### config.mk
export PLATFORM = sky130hd
export DESIGN_NAME = mem_arbiter_flat
export DESIGN_NICKNAME = d
export VERILOG_FILES = /design/src/rtl/mem_arbiter_if.sv /design/src/rtl/mem_arbiter.sv /design/src/flat_wrapper.sv
export SDC_FILE = /design/constraint.sdc
export NUM_CORES = 1
export LEC_CHECK = 0
export CORE_AREA = 4 4 260 262
export CTS_BUF_LIST = sky130_fd_sc_hd__clkbuf_8 sky130_fd_sc_hd__clkbuf_16
export DETAILED_ROUTE_END_ITERATION = 12
export DIE_AREA = 0 0 264 266
export SKIP_CTS_REPAIR_TIMING = 1
export SLEW_MARGIN = 10
export SYNTH_ARGS = -nofsm -noshare
export SYNTH_HDL_FRONTEND = slang
export SYNTH_SLANG_ARGS = --single-unit
### constraint.sdc
create_clock -name clk -period 2.3 [get_ports clk]
set_clock_uncertainty 0.1 [all_clocks]
set_input_delay 0.46 -clock clk [delete_from_list [all_inputs] [get_ports clk]]
set_output_delay 0.46 -clock clk [all_outputs]
set_load 0.01 [all_outputs]
### src/rtl/mem_arbiter_if.sv
// Memory-side command/response bus of the line-fill arbiter.
// master = arbiter issuing commands, slave = memory model/controller.
interface mem_arbiter_if #(
    parameter int ADDR_BITS = 10,
    parameter int LINE_BITS = 128
);
    logic                 M_req;
    logic                 M_we;
    logic [ADDR_BITS-1:0] M_addr;
    logic [LINE_BITS-1:0] M_wdata;
    logic                 M_ready;
    logic                 M_valid;
    logic [LINE_BITS-1:0] M_rdata;

    modport master (
        output M_req, M_we, M_addr, M_wdata,
        input  M_ready, M_valid, M_rdata
    );

    modport slave (
        input  M_req, M_we, M_addr, M_wdata,
        output M_ready, M_valid, M_rdata
    );
endinterface

### src/rtl/mem_arbiter.sv
// Two-client (icache/dcache) line arbiter onto a single memory port.
// ARB_ROUND_ROBIN_EN: alternate grants on contention instead of dcache priority.
module mem_arbiter #(
    parameter int ADDR_BITS = 10,
    parameter int LINE_BITS = 128
) (
    input  logic                 clk,
    input  logic                 rst_n,
    input  logic                 Ic_mem_req,
    input  logic [ADDR_BITS-1:0] Ic_mem_addr,
    output logic [LINE_BITS-1:0] F_mem_inst,
    output logic                 F_mem_valid,
    input  logic                 D_mem_req,
    input  logic                 D_mem_we,
    input  logic [ADDR_BITS-1:0] D_mem_addr,
    input  logic [LINE_BITS-1:0] D_mem_wdata,
    output logic [LINE_BITS-1:0] D_mem_rdata,
    output logic                 D_mem_valid,
    mem_arbiter_if.master        mem
);

    typedef enum logic [1:0] {IDLE, REQ, WAIT, RESP} state_t;

    state_t               state;
    state_t               state_nxt;
    logic                 any_req;
    logic                 grant_d;
    logic                 owner_d;
    logic                 we_q;
    logic [ADDR_BITS-1:0] addr_q;
    logic [LINE_BITS-1:0] wdata_q;
    logic [LINE_BITS-1:0] line_q;

    assign any_req = Ic_mem_req | D_mem_req;

`ifdef ARB_ROUND_ROBIN_EN
    // last_d = 1 when the dcache held the most recent grant
    logic last_d;

    assign grant_d = D_mem_req & (~Ic_mem_req | ~last_d);

    always_ff @(posedge clk or negedge rst_n) begin
        if (!rst_n) begin
            last_d <= 1'b0;
        end else if (state == IDLE && any_req) begin
            last_d <= grant_d;
        end
    end
`else
    assign grant_d = D_mem_req;
`endif

    always_ff @(posedge clk or negedge rst_n) begin
        if (!rst_n) begin
            state <= IDLE;
        end else begin
            state <= state_nxt;
        end
    end

    always_comb begin
        state_nxt   = state;
        mem.M_req   = 1'b0;
        F_mem_valid = 1'b0;
        D_mem_valid = 1'b0;
        unique case (state)
            IDLE: begin
                if (any_req) state_nxt = REQ;
            end
            REQ: begin
                mem.M_req = 1'b1;
                if (mem.M_ready) state_nxt = WAIT;
            end
            WAIT: begin
                if (mem.M_valid) state_nxt = RESP;
            end
            RESP: begin
                F_mem_valid = ~owner_d;
                D_mem_valid = owner_d;
                state_nxt   = IDLE;
            end
        endcase
    end

    // Command fields are frozen at grant so requesters may change inputs freely
    always_ff @(posedge clk or negedge rst_n) begin
        if (!rst_n) begin
            owner_d <= 1'b0;
            we_q    <= 1'b0;
            addr_q  <= '0;
            wdata_q <= '0;
            line_q  <= '0;
        end else begin
            if (state == IDLE && any_req) begin
                owner_d <= grant_d;
                we_q    <= grant_d & D_mem_we;
                addr_q  <= grant_d ? D_mem_addr : Ic_mem_addr;
                wdata_q <= grant_d ? D_mem_wdata : '0;
            end
            if (state == WAIT && mem.M_valid) begin
                line_q <= mem.M_rdata;
            end
        end
    end

    assign mem.M_we    = we_q;
    assign mem.M_addr  = addr_q;
    assign mem.M_wdata = wdata_q;
    assign F_mem_inst  = line_q;
    assign D_mem_rdata = line_q;

endmodule

### src/flat_wrapper.sv
// flat-port wrapper written by rule: the top's interface ports become plain ports
module mem_arbiter_flat 
#(
    parameter int ADDR_BITS = 10,
    parameter int LINE_BITS = 128
)
  (clk, rst_n, Ic_mem_req, Ic_mem_addr, F_mem_inst, F_mem_valid, D_mem_req, D_mem_we, D_mem_addr, D_mem_wdata, D_mem_rdata, D_mem_valid, mem_M_req, mem_M_we, mem_M_addr, mem_M_wdata, mem_M_ready, mem_M_valid, mem_M_rdata);
  mem_arbiter_if #(.ADDR_BITS(ADDR_BITS), .LINE_BITS(LINE_BITS)) mem_i ();
  input  logic clk;
  input  logic rst_n;
  input  logic Ic_mem_req;
  input  logic [ADDR_BITS-1:0] Ic_mem_addr;
  output logic [LINE_BITS-1:0] F_mem_inst;
  output logic F_mem_valid;
  input  logic D_mem_req;
  input  logic D_mem_we;
  input  logic [ADDR_BITS-1:0] D_mem_addr;
  input  logic [LINE_BITS-1:0] D_mem_wdata;
  output logic [LINE_BITS-1:0] D_mem_rdata;
  output logic D_mem_valid;
  output wire logic [$bits(mem_i.M_req)-1:0] mem_M_req;
  output wire logic [$bits(mem_i.M_we)-1:0] mem_M_we;
  output wire logic [$bits(mem_i.M_addr)-1:0] mem_M_addr;
  output wire logic [$bits(mem_i.M_wdata)-1:0] mem_M_wdata;
  input wire logic [$bits(mem_i.M_ready)-1:0] mem_M_ready;
  input wire logic [$bits(mem_i.M_valid)-1:0] mem_M_valid;
  input wire logic [$bits(mem_i.M_rdata)-1:0] mem_M_rdata;
  assign mem_M_req = mem_i.M_req;
  assign mem_M_we = mem_i.M_we;
  assign mem_M_addr = mem_i.M_addr;
  assign mem_M_wdata = mem_i.M_wdata;
  assign mem_i.M_ready = mem_M_ready;
  assign mem_i.M_valid = mem_M_valid;
  assign mem_i.M_rdata = mem_M_rdata;
  mem_arbiter #(.ADDR_BITS(ADDR_BITS), .LINE_BITS(LINE_BITS)) u_core (.clk(clk), .rst_n(rst_n), .Ic_mem_req(Ic_mem_req), .Ic_mem_addr(Ic_mem_addr), .F_mem_inst(F_mem_inst), .F_mem_valid(F_mem_valid), .D_mem_req(D_mem_req), .D_mem_we(D_mem_we), .D_mem_addr(D_mem_addr), .D_mem_wdata(D_mem_wdata), .D_mem_rdata(D_mem_rdata), .D_mem_valid(D_mem_valid), .mem(mem_i));
endmodule
==> results.yml <==
worst_setup_path:
  cp_slowest_stage_delay_ns: 0.60
  cp.arrival_ns: 1.67
  worstPathCellList: "clkdlybuf4s50_1"
  critPathCaptureType: "primary output"
  cp-start-kind: "flop"
  path_buf_inv: 1
  slowest_stage: "clkdlybuf4s50_1"
  worstPathRequired_ns: 1.74
  cp_max_fo: 3
  path_class: "flop to primary output"
  path_delay_family: "buffers and inverters"
drt:
  drt-initial-drc-count: 393
  drcViolationCount: 0
  post_drt_wl_per_cell_microns: 17.71
  vias_per_cell: 3.842
  drtAntennaViolNets: 0
  vias: 9560
  wirelength_microns: 44060
  drt_pass1_iterations: 5
synthesis:
  synthArstFlopShare_pct: 100.0
  synthSimpleGateAreaFrac_pct: 14.82
  synth_top_family_by_area: "simple AND/OR/NAND/NOR gates"
  synth_edf_count: 0
  synth.most_common_cell: "nand2_1"
  synth_xor_area_share_pct: 0
  syn-num-nets: 1313
  syn_avg_cell_area_sq_um: 11.10
  synth_area_leaders: "dfrtp_1 59%, mux2_2 13%, nand2_1 9.0%, buf_4 8.5%, nand3_1 5.7%"
  yosysSeqAreaShare_pct: 59.36
  syn-cell-area_sq_mm: 0.01138
  synth_ff_type: "dfrtp_1"
  synthDistinctLibCells: 18
  yosysTopAreaCell: "dfrtp_1"
  synth_top_area_share_pct: 59.36
  synth_common_cells: "272 x nand2_1, 270 x dfrtp_1, 129 x buf_4, 129 x nand3_1, 128 x mux2_2"
  yosysWarnings: 0
  synth.mux.area_fraction_pct: 13.73
  synth-compound-area-share_pct: 0.6046
  synth_fa_ha_area_share_pct: 0.5496
  syn_inst: 1025
  ys_ff_latch: 270
floorplan:
  die-area_sq_mm: 0.07022
  die_height_microns: 266
  die_w_microns: 264
  pin_count: 681
  rows: 94
  initial_core_util_pct: 17.41
  core_sq_mm: 0.06539
job:
  max-cap-violations: 0
run_status:
  status: "complete, no violations"
clock_network:
  cts-root-buf: "clkbuf_16"
  cts_num_sinks: 270
  clock_latency_ns: 0.57
  htree_num_levels: 1
  numCtsBuffers: 31
  clk_pin_slew_ns: 0.06
  tritoncts: "built"
  clock_path_buffers: 3
finish:
  stdcell_count: 2488
  nNetsFinal: 1886
  area_delta_synth_final_pct: 72.80
  fillers: 6697
  multi_input_area_sq_mm: 0.003408
  finalInstanceArea_sq_mm: 0.01967
  layout-drive-gt1-share_pct: 14.50
  seqCellArea_sq_mm: 0.006756
sta:
  worst_pin_slew_ns: 0.5320
  max_slew_margin_pct: 64.54
  fin_crit_ns: 2.228
  fmax_mhz: 448.9
  hold_viol_final: 0
  rsz0062_at_grt: "false"
  slew_violations: 0
  fin_ws_ns: 0.07217
  tns_ns: 0
  finalCritPeriodShare_pct: 96.86
  setup-violations-final: 0
power_and_ir_drop:
  peakVddDrop_uv: 724.5
  leakagePower_nw: 8.653
  power.density_mw_per_mm2: 1455
  power.total_mw: 28.62
global_route:
  grt_max_degree: 78
  grt_pass1_wl_microns: 64430
  grt_pass1_vias: 10080
  globalRouteOverflowTotal: 0
  antenna_found_initial: 10
  grt_use_total_pct: 11.78
placed_design:
  io_buffers: 680
  dp_slack_ns: 0.1760
  postPlaceCellArea_sq_mm: 0.01857
  dp_cells: 2428
  place_hpwl_microns: 35020
  place_congestion: 0.7760
min_path:
  holdCritPathClass: "input pin to flop"
cell type report:
class                           count  area share [%]
Clock buffer                       36           4.294
Timing Repair Buffer              729           37.24
Inverter                            4         0.07634
Antenna cell                        3         0.03817
Tap cell                          864           5.496
Sequential cell                   270           34.35
Clock inverter                     20           1.177
Multi-Input combinational cell    562           17.33
sequential cells by signal (all words and copies together) (netlist names):
register,flops
u_core.D_mem_rdata,128
u_core.mem.M_addr,10
u_core.mem.M_wdata,128
u_core.mem.M_we,1
u_core.owner_d,1
u_core.state,2
placed cells by master (no fill, tap or decap), drive strengths merged:
cell type      count
clkdlybuf4s50    675
dfrtp            270
and2               1
mux2i             11
nor2b              1
a222oi             1
ha                 5
clkinvlp           2
dlygate4sd3        1
buf               50
nand3            129
nand2            272
dlymetal6s2s       3
o21ai             11
mux2             129
bufinv             5
clkbuf            36
diode              3
inv                7
clkinv            10
nor2               2
worst paths after layout:
kind	start	endpoint	slack (ns)	depth (start not counted)
worst max-delay path	u_core.D_mem_rdata[80]	D_mem_rdata[80]	0.07	1
worst min-delay path	D_mem_req	u_core.owner_d	0.20	3
worst max register to register	u_core.state[0]	u_core.D_mem_rdata[52]	0.42	6
worst min register to register	u_core.mem.M_wdata[72]	u_core.mem.M_wdata[72]	0.36	2
max in group asynchronous	rst_n	u_core.D_mem_rdata[30]	1.09	3
min in group asynchronous	rst_n	u_core.mem.M_wdata[110]	0.35	2
power by group:
part / switching (mW) / total, mW / internal [mW]
logic: 5.98 / 14.3 / 8.35
clock network: 2.01 / 5.17 / 3.16
registers: 1.89 / 9.12 / 7.22
total: 9.89 / 28.6 / 18.7
stage by stage:
step	hold WS (ns)	util [%]
after floorplan	0.06441	-
after global placement	0.3442	28.39
after detailed placement	0.3530	28.39
after CTS	-0.2877	30.04
after global routing	0.2067	30.07
final	0.2042	30.08
routing by layer:
layer / wire [microns] / vias to the layer above / GRT usage, %
met3: 3975 / 56 / 4.414
li1: - / 4379 / -
met5: 41 / - / 0
met1: 16460 / 4694 / 12.93
met2: 22700 / 425 / 21.71
met4: 875 / 6 / 2.570
logic make-up after synthesis:
logic type,after synthesis
AND/OR/NAND/NOR,405
adder cells (fa/ha/maj),5
flip-flops,270
multiplexers,140
AO/OA/AOI/OAI,12
buffers and inverters,193
worst register-to-register path, cell delays in order, from the launching register on:
cell and delay [ns]:
dfrtp_1 0.37, inv_1 0.12, ha_1 0.29, nand2_4 0.10
buf_12 0.21, buf_12 0.23, mux2_2 0.36
(Power assumes the default switching activity.)
